File: src/rtl/dec3_8_strobe.sv
// rtl/dec3_8_strobe.sv - registered 3-to-8 decoder with valid/ready accept and timed one-hot strobes
module dec3_8_strobe #(
  parameter int unsigned HOLD = 4,
  parameter int unsigned GAP  = 1
) (
  input  logic       clk,
  input  logic       rst_n,
  input  logic [2:0] i,
  input  logic       v,
  output logic       rdy,
  output logic [7:0] o,
  output logic       busy
);

  typedef enum logic [1:0] {S_IDLE, S_HOLD, S_GAP} state_t;

  localparam logic [7:0] HOLD_M1 = 8'(HOLD - 1);
  localparam logic [7:0] GAP_M1  = 8'(GAP - 1);

  state_t     state_q, state_d;
  logic [7:0] cnt_q, cnt_d;
  logic [2:0] idx_q, idx_d;
  logic [7:0] o_q, o_d;

  always_comb begin
    state_d = state_q;
    cnt_d   = cnt_q;
    idx_d   = idx_q;
    o_d     = o_q;
    case (state_q)
      S_IDLE: begin
        // i is only looked at under v, so X on i never reaches o
        if (v) begin
          idx_d   = i;
          cnt_d   = HOLD_M1;
          state_d = S_HOLD;
          o_d     = 8'b1 << i;
        end else begin
          o_d = 8'h00;
        end
      end
      S_HOLD: begin
        if (cnt_q != 8'd0) begin
          cnt_d = cnt_q - 8'd1;
          o_d   = 8'b1 << idx_q;
        end else if (GAP != 0) begin
          cnt_d   = GAP_M1;
          state_d = S_GAP;
          o_d     = 8'h00;
        end else begin
          state_d = S_IDLE;
          o_d     = 8'h00;
        end
      end
      S_GAP: begin
        o_d = 8'h00;
        if (cnt_q != 8'd0) cnt_d = cnt_q - 8'd1;
        else               state_d = S_IDLE;
      end
      default: begin
        state_d = S_IDLE;
        cnt_d   = 8'd0;
        o_d     = 8'h00;
      end
    endcase
  end

  always_ff @(posedge clk or negedge rst_n) begin
    if (!rst_n) begin
      state_q <= S_IDLE;
      cnt_q   <= 8'd0;
      idx_q   <= 3'd0;
      o_q     <= 8'h00;
    end else begin
      state_q <= state_d;
      cnt_q   <= cnt_d;
      idx_q   <= idx_d;
      o_q     <= o_d;
    end
  end

  assign o    = o_q;
  assign rdy  = (state_q == S_IDLE);
  assign busy = ~rdy;

endmodule
File: config.mk
export PLATFORM = sky130hd
export DESIGN_NAME = dec3_8_strobe
export DESIGN_NICKNAME = d
export VERILOG_FILES = /design/src/rtl/dec3_8_strobe.sv
export SDC_FILE = /design/constraint.sdc
export NUM_CORES = 1
export LEC_CHECK = 0
export CORE_MARGIN = 2
export CORE_UTILIZATION = 30
export DETAILED_ROUTE_END_ITERATION = 7
export SLEW_MARGIN = 25
export SYNTH_ARGS = -nofsm -noshare
export SYNTH_HDL_FRONTEND = slang
export SYNTH_SLANG_ARGS = --single-unit
File: constraint.sdc
create_clock -name clk -period 1.6 [get_ports clk]
set_clock_uncertainty 0.05 [all_clocks]
set_input_delay 0.32 -clock clk [delete_from_list [all_inputs] [get_ports clk]]
set_output_delay 0.32 -clock clk [all_outputs]
set_load 0.01 [all_outputs]
# Word level (Yosys, flattened, before mapping)
# Cells that the tools add are included.
# totals
out_inout_bits,10
reg_bits,21
in_bits,6
# classes
n_shift,2
n_eq_ne,6
bitwise,1
n_mux,11
n_addsub,1
reduce_logical,5
# op_table
op,count
8-bit two-way mux,5
8-bit case mux with 3 select lines,1
8-bit case mux with 2 select lines,1
"1-bit by 3-bit left shift with 8-bit output, first input constant",2
"2-bit != test, second input constant",4
8-bit nonzero test,1
"8-bit by 1-bit subtractor with 8-bit output, second input constant",1
2-bit two-way mux,3
2-bit case mux with 3 select lines,1
2-bit AND reduction,2
3-bit AND reduction,1
"2-bit by 1-bit equality test with 1-bit output, second input constant",1
"2-bit equality test, second input constant",1
2-bit logical NOT,1
1-bit inverter,1

# Depth between registers and ports, before layout
# Gate-level depths: netlist (run 1).
# depth
depth_word,3
depth_mapped,8

# Least setup slack after synthesis (run 1)
# No wires, ideal clock.
# synth_timing
kind,reg2reg
start,register cnt_q[0]
end,"register o_q[0], in the netlist o[0]"
required_time_ps,1455
slack_ps,-173
synth_period_minus_slack_ps,1773
t_arrival_ps,1628
stages_incl_launch_ff,8
path_cell_list,dfrtp_1 -> inv_1 -> ha_1 -> nor3b_1 -> and2_1 -> buf_6 -> or3_4 -> o32ai_2
# synth_via
elab_chain_cells,3
# synth_lines
element,line_no,text
from (decl),21,"logic [7:0] cnt_q, cnt_d;"
from (signal assigned),76,cnt_q <= cnt_d;
8-bit nonzero test,43,if (cnt_q != 8'd0) begin
8-bit two-way mux,43,
8-bit case mux with 2 select lines,30,case (state_q)
named net o_d[0],23,"logic [7:0] o_q, o_d;"
to (signal assigned),73,o_q <= 8'h00;
to (signal assigned),78,o_q <= o_d;
to (decl),23,
# The timed path passes the listed nets, and every way through them passes these cells.
# A chain may end at the register's enable or synchronous reset.

# Worst setup path in the final report (run 1)
# Ends and elaborated chain as after synthesis.

==> impl_metrics.json, run 1 <==
{
  "outcome": "finished, violations left",
  "violated_checks": "negative setup slack",
  "netSwitchingFraction_pct": 41.41,
  "detailedRoute.firstIterationViolations": 38,
  "drt_wl_total_um": 2582,
  "crit_path_end_kind": "register",
  "tritoncts.num_buffers": 3,
  "postSynth.topFlopCell": "dfrtp_1",
  "power.clock.fraction_pct": 8.1,
  "postSynthRegisterBits": 21,
  "max-clock-path-buffers": 2,
  "net-switching-power_mw": 1.391,
  "area.sequential_um2": 528.0,
  "grt_first_pass_wirelength_um": 4278,
  "total_power_mw": 3.359,
  "ant_nets": 0,
  "cp.arrival_ns": 1.90,
  "reg2regPathDepth": 6,
  "diodes": 0,
  "final.min_clock_period_ns": 1.723,
  "rows": 21,
  "ys_warn_count": 0,
  "grt_use_total_pct": 13.67,
  "synth-seq-area-share_pct": 49.07,
  "vias_after_detailed_routing": 921,
  "fmax_ghz": 0.5803,
  "crit_required_ns": 1.78,
  "area_growth_pct": 57.24,
  "port_buffers": 15,
  "critical_path_peak_fanout": 7,
  "number_of_antenna_violations_at_the_first_check_in_global_routing": 0,
  "remaining_design_rule_violation_count": 0,
  "p_leak_nw": 0.8235,
  "rsz0062_at_grt": "true",
  "fin_nets": 157,
  "r2r_end": "o[0]",
  "critical_path.reg2reg.startpoint": "cnt_q[0]",
  "post_synth_inst_count": 100,
  "htree_num_levels": 1,
  "multi_input_area_um2": 649.4,
  "die_footprint_um2": 4064,
  "grt_overflow": 0,
  "die_w_um": 63.75,
  "mappedNetlistArea_um2": 1071,
  "timing_worst_slew_pin_value_ns": 0.3094,
  "synth_fp_nets": 108,
  "hold_path.class": "in2async",
  "synthTopCellsByArea": "dfrtp_1 49%, xnor2_1 4.9%, nand2_1 3.9%",
  "slew_viol_final": 0,
  "max_cap_viol_count": 0,
  "first_global_vias": 897,
  "avgSynthCellArea_um2": 10.71,
  "edff_count_synth": 0,
  "finalHoldViolations": 0,
  "setup_tns_ns": -0.5856,
  "die_height_um": 63.75,
  "yosys.cell_types.count": 33,
  "ioPinCount": 16,
  "vias_per_cell": 4.747,
  "layout_worst_path_cycle_share_pct": 107.7,
  "gp_routability_congestion": 0.7990,
  "start_kind": "register",
  "postCtsHoldBufs": 0,
  "final_cell_count_no_fill": 194,
  "post-dp-hpwl_um": 1786,
  "internal_power_mw": 1.968,
  "cellPowerDensity_nw_per_um2": 1995,
  "final_layout_size_suffix_gt1_share_pct": 47.97,
  "final.setup.worst_slack_ns": -0.1232,
  "setup_viol_count_final": 8,
  "floorplan.core_area_um2": 3390,
  "placedCellCount": 184,
  "grt_start_max_net_pins": 22,
  "yosys-top-cells-count": "21 x dfrtp_1, 11 x nand2_1, 10 x nor2_1, 6 x o22ai_1, 6 x xnor2_1",
  "vdd_ir_drop_max_uv": 880.8,
  "timing.setup.critical_path_class": "reg2reg",
  "first_pass_iters": 4,
  "synth-async-reset-ratio_pct": 100.0,
  "synth.top_cell.area_share_pct": 49.07,
  "cts-root-buf": "clkbuf_4",
  "cts.clk_slew.worst_paths_ns": 0.13,
  "synth_most_common_cell": "dfrtp_1",
  "starting_density_pct": 31.60,
  "timing.max_slew.rel_slack_pct": 79.20,
  "reg2reg_setup_slack_ns": -0.12,
  "clock_tree_from_tritoncts": "yes",
  "n_fill_cell": 317,
  "insertion_delay_ns": 0.31,
  "synth_top_cell_by_area": "dfrtp_1",
  "drt-wirelength-per-cell_um": 13.31,
  "p_comb_share_pct": 64.6,
  "seqPwrFrac_pct": 27.3,
  "clkSinkCount": 21,
  "finish.utilization_pct": 49.69
}
[power by group through the flow]
| stage | logic (mW) | clock network [mW] | registers (mW) |
|---|---|---|---|
| detailed placement | 1.80 | 0 | 0.910 |
| global placement | 1.77 | 0 | 0.905 |
| CTS | 1.91 | 0.286 | 0.917 |
| global route | 2.36 | 0.317 | 0.951 |
| finish | 2.17 | 0.272 | 0.917 |
| floorplan | 1.03 | 0 | 0.933 |
[registers in the layout, indices dropped and copies added, names as in the netlist]
register	count
cnt_q	8
o	8
idx_q	3
state_q	2
[cell families after synthesis]
group / share of synthesized area, %
and+or+nand+nor: 18.93
buffers and inverters: 4.205
DFF: 49.07
xor gates and xnor gates: 6.542
adders and majority gates: 2.336
AOI/OAI and AO/OA: 16.82
muxes: 2.103
[routing by layer]
metal,track usage (%),up-vias,part of all wire [%]
li1,-,454,-
met1,18.34,445,44
met2,21.71,20,51
met3,4.225,2,4.0
met4,2.989,0,0.39
met5,0,-,0
[worst max-delay path, stage by stage (launching register included)]
cell	delay, ns
dfrtp_1	0.38
inv_2	0.06
ha_4	0.15
nor3b_4	0.14
and2_4	0.19
or3_4	0.41
o32ai_2	0.26
[cells in the final DEF, fill, tap and decap left out, types with 3 or more instances in the layout]
cell type        instances
nor2_1                   8
nand2_1                 10
buf_4                   30
dfrtp_1                 19
nand2b_1                 4
nor2_4                   3
xnor2_1                  6
clkdlybuf4s50_1          5
dlymetal6s2s_1           7
clkbuf_4                 3
o22ai_2                  6
[final cells by class]
| cell class | count | area share [%] |
|---|---|---|
| inverters | 4 | 0.8915 |
| clock inverters | 1 | 0.4458 |
| flip-flops and latches | 21 | 31.35 |
| repair buffers | 47 | 24.00 |
| multi-input cells | 72 | 38.56 |
| clock buffers | 3 | 1.337 |
| well taps | 46 | 3.418 |
[metrics by stage]
step	area, um2	setup WS, ns	hold slack (ns)
3_5_place_dp	1466	-0.2195	0.4427
3_3_place_gp	1466	-0.1747	0.4348
4_1_cts	1563	-0.1222	0.2899
5_1_grt	1684	-0.2131	0.2862
6_report	1684	-0.1232	0.2955
2_1_floorplan	1094	-0.1409	-0.02559
[repair_timing]
item	in CTS	in global routing
setup buffers	2	4
hold endpoints to repair	0	0
setup endpoints to repair	18	25
resized for setup	15	26
pin swaps	6	13
[how the worst max path moves through the flow]
stage / startpoint / to / slack [ns] / depth (start not counted)
2_1_floorplan: cnt_q[0] / o[0] / -0.14 / 7
3_3_place_gp: cnt_q[0] / cnt_q[7] / -0.17 / 8
3_5_place_dp: v / cnt_q[7] / -0.22 / 5
4_1_cts: cnt_q[0] / cnt_q[7] / -0.12 / 8
5_1_grt: cnt_q[1] / cnt_q[7] / -0.21 / 8
6_report: cnt_q[0] / o[0] / -0.12 / 6
Power figures use the tool's default switching activity.
==> inputs of run 2 (changes only) <==
--- a/config.mk
+++ b/config.mk
@@ -5,9 +5,11 @@
 export SDC_FILE = /design/constraint.sdc
 export NUM_CORES = 1
 export LEC_CHECK = 0
+export ABC_AREA = 0
 export CORE_MARGIN = 2
-export CORE_UTILIZATION = 30
+export CORE_UTILIZATION = 47
 export DETAILED_ROUTE_END_ITERATION = 7
+export PLACE_DENSITY = 0.74
 export SLEW_MARGIN = 25
 export SYNTH_ARGS = -nofsm -noshare
 export SYNTH_HDL_FRONTEND = slang
==> impl_metrics.json, run 2 (synthesis gave the netlist of run 1 again) <==
{
  "final.min_clock_period_ns": 1.755,
  "cts.clk_slew.worst_paths_ns": 0.12,
  "outcome": "finished, violations left",
  "vdd_ir_drop_max_uv": 1481,
  "setup_viol_count_final": 14,
  "fmax_ghz": 0.5699,
  "crit_path_end_kind": "register",
  "most_frequent_cells_in_the_layout": "24 x buf_4, 21 x dfrtp_1, 9 x nor2_1, 9 x nand2_1, 9 x clkdlybuf4s50_1",
  "critical_path.reg2reg.startpoint": "cnt_q[0]",
  "starting_density_pct": 48.89,
  "ant_nets": 0,
  "vias_after_detailed_routing": 911,
  "final_layout_size_suffix_gt1_share_pct": 40.85,
  "max-clock-path-buffers": 2,
  "fin_nets": 151,
  "area_growth_pct": 46.96,
  "vias_per_cell": 5.359,
  "crit_required_ns": 1.77,
  "first_global_vias": 973,
  "rsz0062_at_grt": "true",
  "critical_path_peak_fanout": 7,
  "port_buffers": 15,
  "postCtsHoldBufs": 0,
  "final.setup.worst_slack_ns": -0.1548,
  "violated_checks": "negative setup slack",
  "layout_worst_path_cycle_share_pct": 109.7,
  "hold_path.class": "in2async",
  "n_fill_cell": 147,
  "start_kind": "register",
  "finish.utilization_pct": 71.84,
  "timing_worst_slew_pin_value_ns": 0.3840,
  "reg2reg_setup_slack_ns": -0.15,
  "timing.setup.critical_path_class": "reg2reg",
  "clock_tree_from_tritoncts": "yes",
  "floorplan.core_area_um2": 2191,
  "final_cell_count_no_fill": 170,
  "first_pass_iters": 4,
  "rows": 17,
  "ioPinCount": 16,
  "detailedRoute.firstIterationViolations": 21,
  "pre_cts_slack_ns": -0.2271,
  "timing.max_slew.rel_slack_pct": 74.18,
  "cellPowerDensity_nw_per_um2": 2063,
  "clkSinkCount": 21,
  "finalHoldViolations": 0,
  "reg2regPathDepth": 8,
  "diodes": 0,
  "drt-wirelength-per-cell_um": 14.99,
  "drt_wl_total_um": 2548,
  "placedCellCount": 164,
  "grt_start_max_net_pins": 22,
  "remaining_design_rule_violation_count": 0,
  "grt_first_pass_wirelength_um": 4429,
  "p_leak_nw": 0.7367,
  "max_cap_viol_count": 0,
  "cp.arrival_ns": 1.92,
  "grt_overflow": 0,
  "die_footprint_um2": 2677,
  "post-dp-hpwl_um": 1889,
  "grt_use_total_pct": 22.87,
  "tritoncts.num_buffers": 3,
  "cts-root-buf": "clkbuf_4",
  "total_power_mw": 3.247,
  "htree_num_levels": 1,
  "insertion_delay_ns": 0.31,
  "die_w_um": 51.74,
  "slew_viol_final": 0,
  "mostFrequentLayoutCell": "buf_4",
  "r2r_end": "cnt_q[7]",
  "die_height_um": 51.74,
  "number_of_antenna_violations_at_the_first_check_in_global_routing": 0,
  "gp_routability_congestion": 0.8391
}
-- run 2: cell types whose count changed in the layout (fill, tap and decap cells not counted), moves of 2 or more --
cell	previous run	this run
dlymetal6s2s_1	7	4
dfrtp_2	2	0
buf_4	30	24
clkbuf_2	2	0
dfrtp_1	19	21
nand2_2	0	2
clkdlybuf4s50_1	5	9
o22ai_2	6	3
nor2_4	3	1
o22ai_1	0	3
-- run 2: cell type report --
class | count | area [um2] | share of cell area, %
Sequential cell | 21 | 525.5 | 33.39
Clock buffer | 3 | 22.52 | 1.431
Multi-Input combinational cell | 72 | 609.3 | 38.71
Timing Repair Buffer | 41 | 361.6 | 22.97
Tap cell | 28 | 35.03 | 2.226
Clock inverter | 1 | 5.005 | 0.3180
Inverter | 4 | 15.01 | 0.9539
-- run 2: where the power goes --
group          total [mW]  internal [mW]  leakage [nW]  switching [mW]
Combinational        2.09           1.06         0.446            1.02
Sequential          0.896          0.734         0.273           0.163
Clock               0.265         0.0935        0.0177           0.172
-- run 2: worst max-delay path by stage --
| stage | slack [ns] | startpoint | depth (start not counted) | to |
|---|---|---|---|---|
| final | -0.15 | cnt_q[0] | 8 | cnt_q[7] |
| after global routing | -0.20 | cnt_q[0] | 8 | cnt_q[7] |
| after CTS | -0.12 | cnt_q[0] | 8 | cnt_q[7] |
| after detailed placement | -0.23 | cnt_q[0] | 8 | cnt_q[7] |
| after global placement | -0.18 | v | 5 | cnt_q[7] |
| after floorplan | -0.14 | cnt_q[0] | 7 | o[0] |
-- run 2: through the flow --
step                TNS [ns]  cell area (um2)  hold WS [ns]
floorplan            -0.8223             1094      -0.02559
global placement      -1.250             1429        0.4394
detailed placement    -1.695             1429        0.4712
CTS                  -0.3400             1515        0.2869
global route          -1.777             1574        0.3164
finish               -0.8324             1574        0.2758
-- run 2: worst max-delay path: stages (launching register included) --
cell,delay [ns]
dfrtp_1,0.40
inv_2,0.07
ha_4,0.15
nor3b_4,0.14
and2_4,0.19
buf_6,0.12
a2111oi_4,0.30
xnor2_1,0.18
nor2_2,0.05
-- run 2: routing by layer --
metal	vias to the layer above	wire [um]	GRT usage [%]
met5	-	0	0
met4	0	76	12.28
met3	8	148	4.023
met2	42	1310	38.89
met1	421	1013	27.44
li1	440	-	-
-- run 2: timing repair --
item	CTS	global route
buffers inserted	1	1
endpoints found under the setup margin	18	21
pin swaps	4	8
resized for setup	12	13
cloned	0	0
==> inputs of run 3 (changes only) <==
--- a/config.mk
+++ b/config.mk
@@ -6,6 +6,7 @@
 export NUM_CORES = 1
 export LEC_CHECK = 0
 export ABC_AREA = 0
+export ABC_CLOCK_PERIOD_IN_PS = 1600
 export CORE_MARGIN = 2
 export CORE_UTILIZATION = 47
 export DETAILED_ROUTE_END_ITERATION = 7
==> results of run 3 <==
No change in the layout: final DEF, timing and power equal those of run 2.
